==> src/rtl/hazard_stall_controller_pkg.sv <==
// hazard_stall_controller_pkg: shared pipeline hazard state, stage control bundle and register width
package hazard_stall_controller_pkg;

    localparam int RegAddrWidth = 5;

    typedef enum logic {
        RUN,
        MULDIV_WAIT
    } hazard_state_e;

    typedef struct packed {
        logic stall_pc;
        logic stall_if_id;
        logic stall_id_ex;
        logic stall_ex_mem;
        logic flush_if_id;
        logic flush_id_ex;
        logic flush_ex_mem;
        logic flush_mem_wb;
    } stage_ctrl_t;

endpackage

==> src/rtl/hazard_stall_controller.sv <==
// hazard_stall_controller: 5-stage pipeline stall/flush sequencer; HAZARD_PERF_COUNTERS_EN adds stall/flush cycle counters
module hazard_stall_controller #(
    parameter int RegAddrWidth  = hazard_stall_controller_pkg::RegAddrWidth,
    parameter int MulDivTimeout = 40,
    parameter int CntWidth      = 32
) (
    input  logic                    clk,
    input  logic                    reset,
    input  logic [RegAddrWidth-1:0] ID_RS1,
    input  logic [RegAddrWidth-1:0] ID_RS2,
    input  logic                    ID_RS1_used,
    input  logic                    ID_RS2_used,
    input  logic [RegAddrWidth-1:0] EX_rd,
    input  logic                    EX_Reg_File_EN,
    input  logic                    EX_Mem_Read_EN,
    input  logic                    EX_MulDiv_EN,
    input  logic                    EX_Branch_Taken,
    input  logic                    MEM_Mem_Access,
    input  logic                    dmem_ready,
    input  logic                    muldiv_done,
    output logic                    stall_pc,
    output logic                    stall_if_id,
    output logic                    stall_id_ex,
    output logic                    stall_ex_mem,
    output logic                    flush_if_id,
    output logic                    flush_id_ex,
    output logic                    flush_ex_mem,
    output logic                    flush_mem_wb,
    output logic                    muldiv_start,
    output logic                    muldiv_timeout,
    output logic [CntWidth-1:0]     stall_cycles,
    output logic [CntWidth-1:0]     flush_cycles
);
    import hazard_stall_controller_pkg::*;

    localparam int TW = $clog2(MulDivTimeout + 1);
    localparam logic [TW-1:0] TMO_LAST = TW'(MulDivTimeout - 1);

    hazard_state_e state_q, state_d;
    logic [TW-1:0] tmo_q, tmo_d;
    stage_ctrl_t ctrl;
    logic start, tmo, load_use, mem_wait;

    assign mem_wait = MEM_Mem_Access && !dmem_ready;
    assign load_use = EX_Mem_Read_EN && EX_Reg_File_EN && EX_rd != '0 &&
                      ((ID_RS1_used && ID_RS1 == EX_rd) || (ID_RS2_used && ID_RS2 == EX_rd));

    always_comb begin
        ctrl    = '0;
        state_d = state_q;
        tmo_d   = '0;
        start   = 1'b0;
        tmo     = 1'b0;
        if (reset) begin
            state_d = RUN;
        end else if (state_q == MULDIV_WAIT) begin
            if (muldiv_done || tmo_q == TMO_LAST) begin
                state_d = RUN;
                tmo     = !muldiv_done;
            end else begin
                ctrl.stall_pc     = 1'b1;
                ctrl.stall_if_id  = 1'b1;
                ctrl.stall_id_ex  = 1'b1;
                ctrl.flush_ex_mem = 1'b1;
                tmo_d             = tmo_q + TW'(1);
            end
        end else if (mem_wait) begin
            // branch squash and mul/div launch wait until memory frees the pipe
            ctrl.stall_pc     = 1'b1;
            ctrl.stall_if_id  = 1'b1;
            ctrl.stall_id_ex  = 1'b1;
            ctrl.stall_ex_mem = 1'b1;
            ctrl.flush_mem_wb = 1'b1;
        end else if (EX_Branch_Taken) begin
            ctrl.flush_if_id = 1'b1;
            ctrl.flush_id_ex = 1'b1;
        end else if (EX_MulDiv_EN) begin
            start             = 1'b1;
            ctrl.stall_pc     = 1'b1;
            ctrl.stall_if_id  = 1'b1;
            ctrl.stall_id_ex  = 1'b1;
            ctrl.flush_ex_mem = 1'b1;
            state_d           = MULDIV_WAIT;
        end else if (load_use) begin
            ctrl.stall_pc    = 1'b1;
            ctrl.stall_if_id = 1'b1;
            ctrl.flush_id_ex = 1'b1;
        end
    end

    always_ff @(posedge clk) begin
        if (reset) begin
            state_q <= RUN;
            tmo_q   <= '0;
        end else begin
            state_q <= state_d;
            tmo_q   <= tmo_d;
        end
    end

    assign stall_pc       = ctrl.stall_pc;
    assign stall_if_id    = ctrl.stall_if_id;
    assign stall_id_ex    = ctrl.stall_id_ex;
    assign stall_ex_mem   = ctrl.stall_ex_mem;
    assign flush_if_id    = ctrl.flush_if_id;
    assign flush_id_ex    = ctrl.flush_id_ex;
    assign flush_ex_mem   = ctrl.flush_ex_mem;
    assign flush_mem_wb   = ctrl.flush_mem_wb;
    assign muldiv_start   = start;
    assign muldiv_timeout = tmo;

`ifdef HAZARD_PERF_COUNTERS_EN
    logic [CntWidth-1:0] stall_cnt_q, stall_cnt_d, flush_cnt_q, flush_cnt_d;

    assign stall_cnt_d = stall_cnt_q + CntWidth'(ctrl.stall_pc);
    assign flush_cnt_d = flush_cnt_q + CntWidth'(ctrl.flush_if_id | ctrl.flush_id_ex);

    always_ff @(posedge clk) begin
        if (reset) begin
            stall_cnt_q <= '0;
            flush_cnt_q <= '0;
        end else begin
            stall_cnt_q <= stall_cnt_d;
            flush_cnt_q <= flush_cnt_d;
        end
    end

    assign stall_cycles = stall_cnt_q;
    assign flush_cycles = flush_cnt_q;
`else
    assign stall_cycles = '0;
    assign flush_cycles = '0;
`endif

endmodule

==> config.mk <==
export PLATFORM = sky130hd
export DESIGN_NAME = hazard_stall_controller
export DESIGN_NICKNAME = d
export VERILOG_FILES = /design/src/rtl/hazard_stall_controller_pkg.sv /design/src/rtl/hazard_stall_controller.sv
export SDC_FILE = /design/constraint.sdc
export NUM_CORES = 1
export LEC_CHECK = 0
export ABC_AREA = 0
export CAP_MARGIN = 20
export CORE_UTILIZATION = 30
export DETAILED_ROUTE_END_ITERATION = 10
export HOLD_SLACK_MARGIN = 0.1
export PLACE_DENSITY = 0.87
export SETUP_SLACK_MARGIN = 0.4
export SLEW_MARGIN = 30
export SYNTH_ARGS = -nofsm -noshare
export SYNTH_HDL_FRONTEND = slang
export SYNTH_SLANG_ARGS = --single-unit
==> constraint.sdc <==
create_clock -name clk -period 2.1 [get_ports clk]
set_clock_uncertainty 0.2 [all_clocks]
set_input_delay 0.21 -clock clk [delete_from_list [all_inputs] [get_ports clk]]
set_output_delay 0.21 -clock clk [all_outputs]
set_load 0.05 [all_outputs]
; ---- Word level (Yosys, flattened, before mapping)
; Cells that the tools add are included.
[word_totals]
ff_bits = 7
in_bits = 26
output_inout_bits = 74
wordCells = 45
[op_classes]
addsub = 1
n_eq_ne = 3
mux = 26
bitwise = 1
reduce_logical = 12
[op_table]
columns = op, n
row1 = two-way mux 3 bit, 6
row2 = two-way mux 1 bit, 17
row3 = equality test 5 bit, 2
row4 = two-way mux 8 bit, 1
row5 = "adder 6 x 1 -> 6 bit, second input constant", 1
row6 = "equality test 6 bit, second input constant", 1
row7 = logical AND 1 bit, 6
row8 = nonzero test 5 bit, 1
row9 = two-way mux 2 bit, 2
row10 = OR reduction 3 bit, 1
row11 = zero test 1 bit, 2
row12 = logical OR 1 bit, 2
row13 = NOT 1 bit, 1

; ---- Depth between registers and ports, before layout
; Gate-level depths: netlist of run 1.
[logic_depth]
word_depth = 10
ltp_mapped = 6
ltp_nobuf = 5

; ---- Least setup slack after synthesis of run 1
; No wires, ideal clock.
[synth_timing]
path_type = flip-flop to output port
from = register tmo_q[0]
to = output port stall_pc
arrival_time_ps = 2361
required_ps = 1690
path_slack_ps = -671
path_stages_with_launch = 7
n_path_buf = 1
path_cell_list = dfxtp_1 > ha_1 > and2_4 > a311oi_2 > o32a_1 > o21bai_1 > buf_4
[synth_via]
elab_chain_cells = 5
[synth_lines]
columns = item, line
row1 = "start, declared", hazard_stall_controller.sv:40  ; logic [TW-1:0] tmo_q, tmo_d;
row2 = "start signal, assigned", hazard_stall_controller.sv:97  ; tmo_q <= tmo_d;
row3 = equality test 6 bit, hazard_stall_controller.sv:57  ; if (muldiv_done || tmo_q == TMO_LAST) begin
row4 = logical OR 1 bit, hazard_stall_controller.sv:57
row5 = two-way mux 3 bit, hazard_stall_controller.sv:57
row6 = two-way mux 3 bit, hazard_stall_controller.sv:56  ; end else if (state_q == MULDIV_WAIT) begin
row7 = two-way mux 8 bit, hazard_stall_controller.sv:54  ; if (reset) begin
row8 = "end, declared", hazard_stall_controller.sv:21  ; output logic stall_pc,
; No other way between the ends.

; ---- Final worst setup path of run 1
[layout_timing]
from = register tmo_q[1]
to = output port stall_pc
; The elaborated chain is that of the path after synthesis.

==> results of run 1 <==
[power by group]
group	leakage, nW	total, mW	switching (mW)	internal (mW)
clock	0.0150	0.121	0.0488	0.0724
combinational	0.648	0.477	0.354	0.122
sequential	0.0583	0.135	0.00138	0.134
[cell families (layout without fill, tap and decap cells)]
group / Yosys count / after routing / synth area share
buf+inv: 68 / 53 / 0.483
flops: 7 / 7 / 0.134
other cells: 1 / 64 / 0.00360
fa+ha+maj: 1 / 1 / 0.0120
simple gates: 34 / 34 / 0.178
compound gates: 7 / 7 / 0.0720
xor+xnor: 14 / 14 / 0.118
[final cells by class]
class                      instances  share of cell area
clock buffer                       4              0.0171
inverter                           2             0.00487
multi-input combinational        120               0.504
sequential                         7              0.0950
tap                               46              0.0374
timing repair buffer              47               0.341
[cell usage after synthesis]
cell type  number  area [µm²]
and3_1          1        6.26
a32oi_1         1        8.76
buf_4          66         495
inv_1           2        7.51
ha_1            1        12.5
or4_1           1        7.51
o32a_1          1        10.0
a311oi_2        1        15.0
o2111ai_2       1        15.0
conb_1          1        3.75
and2_4          1        8.76
nor3_1          1        5.00
xor2_1         10        87.6
dfxtp_1         7         140
and2b_2         2        17.5
o21bai_2        1        11.3
nand2b_1        3        18.8
o21bai_1        2        15.0
or4_4           1        11.3
and2_2          1        7.51
nor4_1          2        12.5
xnor2_1         4        35.0
nand3_1         3        15.0
nor2_1         12        45.0
nand2_1         5        18.8
nor2_4          1        11.3
[state kept, by name (all words and copies together), names as in the netlist]
name	cells
state_q	1
tmo_q	6
[through the flow]
| stage | instances | instance area [µm²] | total power, mW | setup slack, ns | hold WS, ns |
|---|---|---|---|---|---|
| 2_1_floorplan | 195 | 1350 | 0.575 | 0.0463 | 0.220 |
| 3_3_place_gp | 217 | 1410 | 0.600 | -0.154 | 0.223 |
| 3_5_place_dp | 217 | 1410 | 0.603 | -0.185 | 0.229 |
| 4_1_cts | 225 | 1510 | 0.734 | 0.00845 | 0.317 |
| 5_1_grt | 226 | 1540 | 0.771 | -0.0209 | 0.340 |
| 6_report | 226 | 1540 | 0.733 | 0.0306 | 0.317 |
[per-layer routing]
layer  wire (µm)  track usage
met1         584       0.0742
met2        1140        0.224
met3         287       0.0448
met4          27       0.0487
met5           0            0
[critical path: stages (launching register included)]
cell,delay (ns)
dfxtp_2,0.33
ha_4,0.15
and2_4,0.14
a311oi_4,0.25
o32a_4,0.22
o21bai_4,0.14
buf_12,0.16
[timing repair]
| action | in CTS | in global routing |
|---|---|---|
| pin swaps | 10 | 5 |
| buffers inserted | 4 | 1 |
| setup endpoints to repair | 10 | 7 |
| resized for setup | 32 | 11 |
[worst max path at each step]
stage                     cells after the start  startpoint          end  slack (ns)
after global routing                          6    tmo_q[1]  stall_if_id       -0.02
final                                         6    tmo_q[1]     stall_pc        0.03
after floorplan                               6    tmo_q[0]     stall_pc        0.05
after detailed placement                      6    EX_rd[1]     stall_pc       -0.18
after CTS                                     6    tmo_q[1]     stall_pc       0.008
after global placement                        6    EX_rd[1]     stall_pc       -0.15
[placed cells by master, fill, tap and decap left out, types with 4 or more instances in the layout]
| cell | synthesis | final |
|---|---|---|
| dfxtp_1 | 7 | 4 |
| conb_1 | 1 | 64 |
| xnor2_1 | 4 | 4 |
| buf_4 | 66 | 10 |
| dlygate4sd2_1 | 0 | 12 |
| xor2_1 | 10 | 9 |
| nor2_1 | 12 | 9 |
| buf_12 | 0 | 10 |
| clkdlybuf4s50_1 | 0 | 7 |
| nand2_1 | 5 | 4 |
==> results.toml, run 1 <==
[status]
outcome = "finished, final reports clean"

[synth]
yosysWarningCount = 0
synth_area_um2 = 1040
netlist_instances = 132
synth_seq_cells = 7
avgSynthCellArea_um2 = 7.90
synth_seq_area_share = 0.134
ys_types = 26

[drt]
drt_iter0_drc = 7
viasPerCell = 3.62
drcViolationCount = 0
wirelength_um = 2030
dr_total_vias = 817
wl_per_cell_um = 9.00
dr.pass1.iters = 3
ant_nets = 0

[pwr]
ir_worst_vdd_uv = 295
power_density_nw_per_um2 = 476
power.leakage_nw = 0.722

[min_path]
min_from = "tmo_q[0]"
worstHoldEndpoint = "tmo_q[0]"
whs_path_depth = 2
min_path_type = "flop to flop"

[setup_path]
cp-start-kind = "flop"
r2r-start = "tmo_q[1]"
worstSetupPathType = "flop to primary output"
crit_fanout = 3
arrival_ns = 1.66
worst-r2r-setup-slack_ns = 0.66
endpoint_kind = "primary output"
required_ns = 1.69
rr_worst_depth = 6
worstReg2RegEnd = "tmo_q[5]"

[final_layout]
regArea_um2 = 146
multi_input_area_um2 = 777
diodes = 0
fin_nets = 208
drive_gt1_frac = 0.317
n_fill_cell = 345
syn2layout_area_growth_pct = 47.8
fin_util = 0.462

[global_route]
grt_use_total = 0.105
overflow = 0
grt_pass1_vias = 714
grt_pass1_wl_um = 2800
antenna_found_initial = 0
grt_max_degree = 6

[clock_tree]
cts_root_buf = "clkbuf_4"
cts_buffer_depth = 2
clock_latency_ns = 0.25
hold_buffers = 0
cts.clk_slew.worst_paths_ns = 0.05
numCtsBuffers = 3
cts.sinks = 7
cts_tree = "built"
cts_htree_levels = 1

[timing]
post-route-min-period_ns = 2.07
fmax_mhz = 483
slew_viol_final = 0
setup_viol = 0
min_period_over_period = 0.985
final-hold-violation-count = 0
rsz0062_at_grt = "true"
tns_ns = 0

[placed_design]
io_buffers = 35
gp_congestion = 0.749
place_hpwl_um = 1730

[floorplan]
core_region_area_um2 = 3340
boundaryPins = 100
die_w_um = 60.9
die-area_um2 = 3710
rows = 21
chipHeight_um = 60.9
start_util = 0.312

[job]
maxCapViolations = 0
No activity file was read; power rests on OpenSTA's default activity.
==> run 2, diff against run 1 <==
--- a/config.mk
+++ b/config.mk
@@ -6,7 +6,6 @@
 export NUM_CORES = 1
 export LEC_CHECK = 0
 export ABC_AREA = 0
-export CAP_MARGIN = 20
 export CORE_UTILIZATION = 30
 export DETAILED_ROUTE_END_ITERATION = 10
 export HOLD_SLACK_MARGIN = 0.1
==> results of run 2 <==
Same layout as run 1: the final DEF is identical, and so are final timing and power.
